## src/rtl/div_u39_u31_stream.sv

```systemverilog
// div_u39_u31_stream: valid/ready wrapper around the pipelined unsigned divider div_u39_u31.
// Issues operands to the divider and carries tag/denominator/flags alongside its pipeline.
// Applies round-to-nearest and divide-by-zero substitution, then buffers results in a
// first-word-fall-through FIFO.
// Latency: LATENCY+1 cycles from accept edge to m_valid when the FIFO is empty.
// Backpressure: s_ready drops once in-flight + buffered results reach FIFO_DEPTH, so the FIFO
// can never overflow while m_ready is held low.
// Ports: s_* request stream in; div_* divider operands out and results in;
//        m_* result stream out; busy = anything in flight or buffered.

// Small generic FIFO, first-word-fall-through; the head entry is visible on rd_dat whenever
// rd_vld is high.
// Latency: a push becomes visible on the next cycle. Pop is rd_vld & rd_rdy.
// Backpressure: no full flag; the caller guarantees there is space before it pushes.
module div_u39_u31_fifo #(
    parameter int W     = 8,
    parameter int DEPTH = 8
) (
    input  logic         clk,
    input  logic         reset,
    input  logic         wr_vld,
    input  logic [W-1:0] wr_dat,
    output logic         rd_vld,
    input  logic         rd_rdy,
    output logic [W-1:0] rd_dat
);
    localparam int AW = $clog2(DEPTH);

    logic [AW:0]  wr_ptr_q, wr_ptr_d;
    logic [AW:0]  rd_ptr_q, rd_ptr_d;
    logic [W-1:0] mem_q [DEPTH];

    assign rd_vld = (wr_ptr_q != rd_ptr_q);
    // Drive zeros when empty so downstream data outputs are clean out of reset.
    assign rd_dat = rd_vld ? mem_q[rd_ptr_q[AW-1:0]] : '0;

    always_comb begin
        wr_ptr_d = wr_ptr_q;
        rd_ptr_d = rd_ptr_q;
        if (wr_vld) begin
            wr_ptr_d = wr_ptr_q + (AW+1)'(1);
        end
        if (rd_vld && rd_rdy) begin
            rd_ptr_d = rd_ptr_q + (AW+1)'(1);
        end
    end

    always_ff @(posedge clk or posedge reset) begin
        if (reset) begin
            wr_ptr_q <= '0;
            rd_ptr_q <= '0;
        end else begin
            wr_ptr_q <= wr_ptr_d;
            rd_ptr_q <= rd_ptr_d;
        end
    end

    always_ff @(posedge clk) begin
        if (wr_vld) begin
            mem_q[wr_ptr_q[AW-1:0]] <= wr_dat;
        end
    end
endmodule

module div_u39_u31_stream #(
    parameter int WIDTHN     = 39,
    parameter int WIDTHD     = 31,
    parameter int LATENCY    = 8,
    parameter int FIFO_DEPTH = 8,
    parameter int TAG_W      = 4
) (
    input  logic              clk,
    input  logic              reset,
    input  logic              s_valid,
    output logic              s_ready,
    input  logic [WIDTHN-1:0] s_numer,
    input  logic [WIDTHD-1:0] s_denom,
    input  logic [TAG_W-1:0]  s_tag,
    input  logic              s_round,
    output logic [WIDTHN-1:0] div_numer,
    output logic [WIDTHD-1:0] div_denom,
    output logic              div_clken,
    input  logic [WIDTHN-1:0] div_quotient,
    input  logic [WIDTHD-1:0] div_remain,
    output logic              m_valid,
    input  logic              m_ready,
    output logic [WIDTHN-1:0] m_quotient,
    output logic [WIDTHD-1:0] m_remain,
    output logic [TAG_W-1:0]  m_tag,
    output logic              m_dz,
    output logic              m_sat,
    output logic              busy
);
    localparam int          CW      = $clog2(FIFO_DEPTH + 1);
    localparam logic [CW-1:0] DEPTH_C = CW'(FIFO_DEPTH);

    typedef struct packed {
        logic [WIDTHN-1:0] quotient;
        logic [WIDTHD-1:0] remain;
        logic [TAG_W-1:0]  tag;
        logic              dz;
        logic              sat;
    } res_t;

    // numer_lo is only loaded for divide-by-zero requests; it becomes the reported remainder.
    typedef struct packed {
        logic              vld;
        logic [TAG_W-1:0]  tag;
        logic [WIDTHD-1:0] denom;
        logic [WIDTHD-1:0] numer_lo;
        logic              rnd;
        logic              dz;
    } sb_t;

    logic              run_q, run_d;
    logic [CW-1:0]     credit_q, credit_d;
    logic [WIDTHN-1:0] div_numer_q, div_numer_d;
    logic [WIDTHD-1:0] div_denom_q, div_denom_d;
    // Stage 0 is loaded together with the divider operands; stage LATENCY lines up with
    // div_quotient/div_remain.
    sb_t               sb_q [LATENCY+1];
    sb_t               sb_d [LATENCY+1];

    logic              accept;
    logic              pop;
    logic              in_dz;
    sb_t               sb_out;
    logic [WIDTHD:0]   rem2;
    logic              round_up;
    res_t              res;
    res_t              head;
    logic [$bits(res_t)-1:0] head_dat;

    // run_q holds s_ready and clken low while reset is active and until the first edge after it.
    assign s_ready   = run_q && (credit_q < DEPTH_C);
    assign accept    = s_valid && s_ready;
    assign pop       = m_valid && m_ready;
    assign busy      = (credit_q != '0);
    assign div_clken = run_q;
    assign div_numer = div_numer_q;
    assign div_denom = div_denom_q;
    assign in_dz     = (s_denom == '0);
    assign sb_out    = sb_q[LATENCY];

    always_comb begin
        run_d       = 1'b1;
        credit_d    = credit_q;
        div_numer_d = div_numer_q;
        div_denom_d = div_denom_q;
        if (accept && !pop) begin
            credit_d = credit_q + CW'(1);
        end else if (!accept && pop) begin
            credit_d = credit_q - CW'(1);
        end
        if (accept) begin
            div_numer_d = s_numer;
            div_denom_d = in_dz ? WIDTHD'(1) : s_denom;
        end
    end

    always_comb begin
        sb_d[0] = '0;
        if (accept) begin
            sb_d[0].vld      = 1'b1;
            sb_d[0].tag      = s_tag;
            sb_d[0].denom    = s_denom;
            sb_d[0].numer_lo = in_dz ? s_numer[WIDTHD-1:0] : '0;
            sb_d[0].rnd      = s_round;
            sb_d[0].dz       = in_dz;
        end
        for (int k = 1; k <= LATENCY; k++) begin
            sb_d[k] = sb_q[k-1];
        end
    end

    // Round up when the remainder is at least half the divisor; doubled at WIDTHD+1 bits so
    // the top remainder bit is not lost.
    always_comb begin
        rem2     = {div_remain, 1'b0};
        round_up = (rem2 >= {1'b0, sb_out.denom});
        res      = '0;
        res.tag  = sb_out.tag;
        res.dz   = sb_out.dz;
        if (sb_out.dz) begin
            res.quotient = '1;
            res.remain   = sb_out.numer_lo;
        end else begin
            res.quotient = div_quotient;
            res.remain   = div_remain;
            if (sb_out.rnd && round_up) begin
                if (&div_quotient) begin
                    res.sat = 1'b1;
                end else begin
                    res.quotient = div_quotient + WIDTHN'(1);
                end
            end
        end
    end

    always_ff @(posedge clk or posedge reset) begin
        if (reset) begin
            run_q       <= 1'b0;
            credit_q    <= '0;
            div_numer_q <= '0;
            div_denom_q <= WIDTHD'(1);
            for (int k = 0; k <= LATENCY; k++) begin
                sb_q[k] <= '0;
            end
        end else begin
            run_q       <= run_d;
            credit_q    <= credit_d;
            div_numer_q <= div_numer_d;
            div_denom_q <= div_denom_d;
            for (int k = 0; k <= LATENCY; k++) begin
                sb_q[k] <= sb_d[k];
            end
        end
    end

    div_u39_u31_fifo #(
        .W     ($bits(res_t)),
        .DEPTH (FIFO_DEPTH)
    ) u_fifo (
        .clk    (clk),
        .reset  (reset),
        .wr_vld (sb_out.vld),
        .wr_dat (res),
        .rd_vld (m_valid),
        .rd_rdy (m_ready),
        .rd_dat (head_dat)
    );

    assign head       = res_t'(head_dat);
    assign m_quotient = head.quotient;
    assign m_remain   = head.remain;
    assign m_tag      = head.tag;
    assign m_dz       = head.dz;
    assign m_sat      = head.sat;
endmodule

```

## config.mk

```make
export PLATFORM = sky130hd
export DESIGN_NAME = div_u39_u31_stream
export DESIGN_NICKNAME = d
export VERILOG_FILES = /design/src/rtl/div_u39_u31_stream.sv
export SDC_FILE = /design/constraint.sdc
export NUM_CORES = 1
export LEC_CHECK = 0
export ABC_AREA = 1
export BUFFER_PORTS_ARGS = -buffer_cell sky130_fd_sc_hd__buf_4
export CAP_MARGIN = 30
export CORE_MARGIN = 5
export CORE_UTILIZATION = 38
export CTS_CLUSTER_SIZE = 25
export DETAILED_ROUTE_END_ITERATION = 12
export PLACE_DENSITY = 0.64
export SLEW_MARGIN = 30
export SYNTH_ARGS = -nofsm -noshare
export SYNTH_HDL_FRONTEND = slang
export SYNTH_HIERARCHICAL = 1
export SYNTH_SLANG_ARGS = --single-unit
```

## constraint.sdc

```tcl
create_clock -name clk -period 33.2 [get_ports clk]
set_clock_uncertainty 0.15 [all_clocks]
set_input_delay 3.32 -clock clk [delete_from_list [all_inputs] [get_ports clk]]
set_output_delay 3.32 -clock clk [all_outputs]
set_load 0.02 [all_outputs]
```

After elaboration in Yosys (flattened, before gate mapping)
Memories as Yosys holds them, arrays and structs flattened.
Index checks and enable logic that the tools add are counted.
- magnitude comparators: 2
- equal/unequal tests: 1
- reductions and logical operators: 12
- multipliers: 0
- shift-type cells: 0
- mux-type cells: 14
- div/mod/pow operators: 0
- add/sub/neg operators: 5
- bitwise logic cells: 0
- operators by type and width (cell ; count):
    39-bit two-way mux ; 2
    76-bit two-way mux ; 1
    70-bit two-way mux ; 1
    69-bit two-way mux ; 1
    31-bit two-way mux ; 2
    39-bit by 1-bit adder with 39-bit output (second input constant) ; 1
    39-bit AND reduction ; 1
    32-bit by 31-bit greater-or-equal comparator with 1-bit output ; 1
    31-bit zero test ; 1
    4-bit by 1-bit adder with 4-bit output (second input constant) ; 3
    4-bit two-way mux ; 2
    1-bit logical AND ; 6
    1-bit two-way mux ; 5
    4-bit less-than comparator (second input constant) ; 1
    4-bit != test ; 1
    4-bit nonzero test ; 1
    4-bit by 1-bit subtractor with 4-bit output (second input constant) ; 1
    1-bit zero test ; 2
    2-bit nonzero test ; 1
- word-level logic and storage cells: 95
- memory bits (read-only): 0
- memories: 1
- bits in registers: 704
- output and inout port bits: 150
- bits in writable memories: 608
- latch bits: 0
- memories (name ; depth ; width ; rd ports ; clocked after memory_dff ; write ports ; RTL line ; RTL):
    u_fifo.mem_q ; 8 ; 76 ; 1 ; 0 ; 1 ; 31 ; logic [W-1:0] mem_q [DEPTH];

Logic depth before layout (Yosys ltp)
- word-level depth: 7
- depth in mapped cells: 17
- gate-level depth less buffers: 15

Cells and area by module
The synthesis kept the hierarchy.
- modules (own cells, without submodules) (module ; instances ; area an instance (µm²) ; seq. area each (µm²) ; cells each):
    div_u39_u31_fifo ; 1 ; 25498.2 ; 18457.7 ; 2324
    div_u39_u31_stream ; 1 ; 21949.8 ; 17418.0 ; 1697

Least setup slack after synthesis
Ideal clock, no wire load.
- kind: input to register
- start point: input port s_valid
- end point: register credit_q[3]
- setup time: 122 ps
- stages: 11
- arrival time: 4850 ps
- slack: 28077 ps
- path buffers: 0
- cells stage by stage: nand2_1 -> clkinv_1 -> ha_1 -> inv_1 -> ha_1 -> a21o_1 -> a21oi_1 -> nor2_1 -> nor2_1 -> nand2_1 -> xnor2_1
- cells in the longest elaborated chain, start to end: 4
- RTL lines (element ; RTL line ; RTL):
    start: declaration ; 74 ; input logic s_valid,
    1-bit logical AND * ; 136 ; assign accept = s_valid && s_ready;
    via accept ; 124 ; logic accept;
    1-bit zero test ; 152 ; end else if (!accept && pop) begin
    1-bit logical AND ; 152 ;
    2-bit nonzero test (no line) ; n/a ;
    end signal: assignment ; 211 ; credit_q <= credit_d;
    end: declaration ; 116 ; logic [CW-1:0] credit_q, credit_d;
The timed path passes the listed nets; every way through them passes the cells marked *.
A chain may end at the register's enable or synchronous reset.

Final worst setup path
- start point: register u_fifo.rd_ptr_q[0]
- end point: output port m_tag[1]
- cells in the longest elaborated chain, start to end: 2
- RTL lines (element ; RTL line ; RTL):
    start: declaration ; 30 ; logic [AW:0] rd_ptr_q, rd_ptr_d;
    start signal: assignment ; 54 ; rd_ptr_q <= rd_ptr_d;
    memory 8 x 76 bit or 4-bit != test (tied branches) ; n/a ;
    76-bit two-way mux * ; 35 ; assign rd_dat = rd_vld ? mem_q[rd_ptr_q[AW-1:0]] : '0;
    end: declaration ; 89 ; output logic [TAG_W-1:0] m_tag,
Mark *: on every way between the ends. The rest lies on a longest branch, timed or not.

==> flow_metrics.tcl <==
set metrics [dict create \
    hpwl_mm 60.2 \
    rsz0062_at_grt "no" \
    worstPathArrival_ps 4850 \
    syn-num-nets 4207 \
    clock_latency_ps 740 \
    critPathCaptureType "primary output" \
    fin_cells 6070 \
    synth-seq-area-share_pct 75.6 \
    vdd_drop_max_mv 0.0718 \
    fmax_mhz 120 \
    power_per_cell_area_nw_per_um2 83.7 \
    synth_xor_area_share_pct 0.148 \
    drc 0 \
    drv_slew 0 \
    status "finished, final reports clean" \
    synth_adder_area_share_pct 0.992 \
    synth-simple-area-share_pct 16.2 \
    vias 28100 \
    synth.top_cell.area_share_pct 38.5 \
    finalHoldViolCount 0 \
    portBuffers 298 \
    min_period_ps 8320 \
    critPathLaunchType "flop" \
    hold-worst-slack_ps 176 \
    final_cell_mix "986 x nand2_1, 699 x dfrtp_1, 608 x edfxtp_1" \
    placed_area_sq_um 51300 \
    cts_buffers 131 \
    grt_usage_pct 15.9 \
    dr.pass1.iters 7 \
    syn_to_final_growth_pct 17.7 \
    drive_above_1_share_pct 13.1 \
    ys_types 36 \
    crit_type "reg2out" \
    first_iter_violations 2114 \
    h-tree-depth 4 \
    cts_hold_buf 0 \
    yosysWarnings 6 \
    final_common_cell "nand2_1" \
    ctsResizeCount 0 \
    synthCells 4021 \
    path_clk_slew_ps 60 \
    grt_pass1_wl_mm 163 \
    ant_nets 0 \
    die_area_sq_um 132000 \
    clk_path_buf_depth 3 \
    slew_headroom_pct 32.7 \
    place_congestion 0.873 \
    setup_viol 0 \
    synth_top_area_cell "edfxtp_1" \
    dp_cells 5830 \
    synth_top_family_by_area "simple AND/OR/NAND/NOR gates" \
    netlist_top_cells_area "edfxtp_1 38%, dfrtp_1 37%, nand2_1 7.8%, nor2_1 4.8%, inv_1 2.7%" \
    crit_required_ps 29730 \
    overflow 0 \
    tritoncts "done" \
    wirelength_mm 104 \
    syn_area_sq_um 47400 \
    fp.dieH_um 363 \
    cap_violations 0 \
    synth-compound-area-share_pct 2.47 \
    synth_mux_area_share_pct 0.0237 \
    timing.final.crit_share_pct 25.0 \
    cp_max_fo 130 \
    syn_avg_cell_area_sq_um 11.8 \
    finalSetupTns_ps 0 \
    power_mw 4.68 \
    root_buffer "clkbuf_16" \
    antenna_found_initial 13 \
    grt_pass1_vias 27900 \
    worst-slew-pin-transition_ps 1010 \
    routed_via_density 4.63 \
    final_nets 4514 \
    p_leak_nw 25.6 \
    avgRoutedWirePerCell_um 17.2 \
    core_area_sq_um 124000 \
    grt_max_degree 131 \
    post_cts_buffers 0 \
    core.rowCount 129 \
    start_util_pct 38.3 \
    clkSinkCount 1312 \
    ys_ff_latch 1312 \
    final_area_sq_um 55800 \
    fp.dieW_um 363 \
    min_path_type "reg2reg" \
    ios 299 \
]
==> metrics by stage <==
step / worst slack [ps] / util (%)
3_5_place_dp: 25380 / 41.4
3_3_place_gp: 25500 / 41.4
4_1_cts: 24760 / 45.0
5_1_grt: 24500 / 45.0
2_1_floorplan: 10210 / -
6_report: 24880 / 45.0
==> path summary, 6_finish.rpt <==
kind	start	end	slack, ps	cells after the start
hold / removal	sb_d[344]	sb_d[275]	180	0
min in group asynchronous	reset	u_fifo/wr_ptr_q[0]	2460	2
setup reg to reg	u_fifo/rd_ptr_q[1]	credit_q[3]	29220	15
setup / recovery	u_fifo/rd_ptr_q[0]	m_tag[1]	24880	11
max in group asynchronous	reset	sb_d[237]	27110	6
hold reg to reg	sb_d[344]	sb_d[275]	180	0
==> synth_stat cells (all sizes together) <==
library cell and instances:
a21o 2, a21oi 12, a31oi 1, buf 95
clkbuf 72, clkinv 2, conb 1, dfrtp 703
dfstp 1, edfxtp 608, fa 1, ha 36
inv 350, mux2 1, nand2 992, nand3 263
nand3b 1, nand4 13, nor2 618, nor3 14
nor4 8, o21ai 218, or4 1, xnor2 3
xor2 5
==> metal layers <==
metal  GRT usage, %  share of wire (%)
met1           21.3                 43
met2           25.8                 47
met3           3.92                7.2
met4           4.67                2.2
met5              0              0.026
==> power by group <==
| group | switching, mW | internal, mW | leakage (nW) |
|---|---|---|---|
| clock | 0.625 | 0.840 | 2.13 |
| combinational | 0.881 | 0.420 | 8.40 |
| sequential | 0.0771 | 1.83 | 15.1 |
==> layout make-up <==
class / count / area, sq um
Timing Repair Buffer: 341 / 2670
Fill cell: 11100 / 68100
Tap cell: 1637 / 2050
Clock inverter: 58 / 805
Inverter: 352 / 1340
Multi-Input combinational cell: 2190 / 9480
Sequential cell: 1312 / 35900
Clock buffer: 171 / 3590
Antenna cell: 9 / 22.5
==> worst max-delay path: stages, from the launching register on <==
cell     delay (ps)
dfrtp_4         610
buf_16          250
inv_8           540
buf_4           830
buf_4           820
nand2_1         110
nand2_1         100
nand2_1          50
nand3_1          90
nand2_1          60
nor2_1          240
buf_4           200
==> flip-flops by register name, indices dropped and copies added, names as in the netlist <==
name / cells
div_denom: 31
res: 5
u_fifo/rd_ptr_q: 4
u_fifo/mem_q: 608
u_fifo/wr_ptr_q: 4
sb_d: 552
div_clken: 1
credit_q: 4
sb_out: 64
div_numer: 39
==> logic make-up after synthesis <==
kind of cell,Yosys count
AND/OR/NAND/NOR,1910
flip-flops,1312
buffers and inverters,519
AO/OA/AOI/OAI,233
adder cells (fa/ha/maj),37
XOR/XNOR,8
other,1
multiplexers,1
Power figures use the tool's default switching activity.
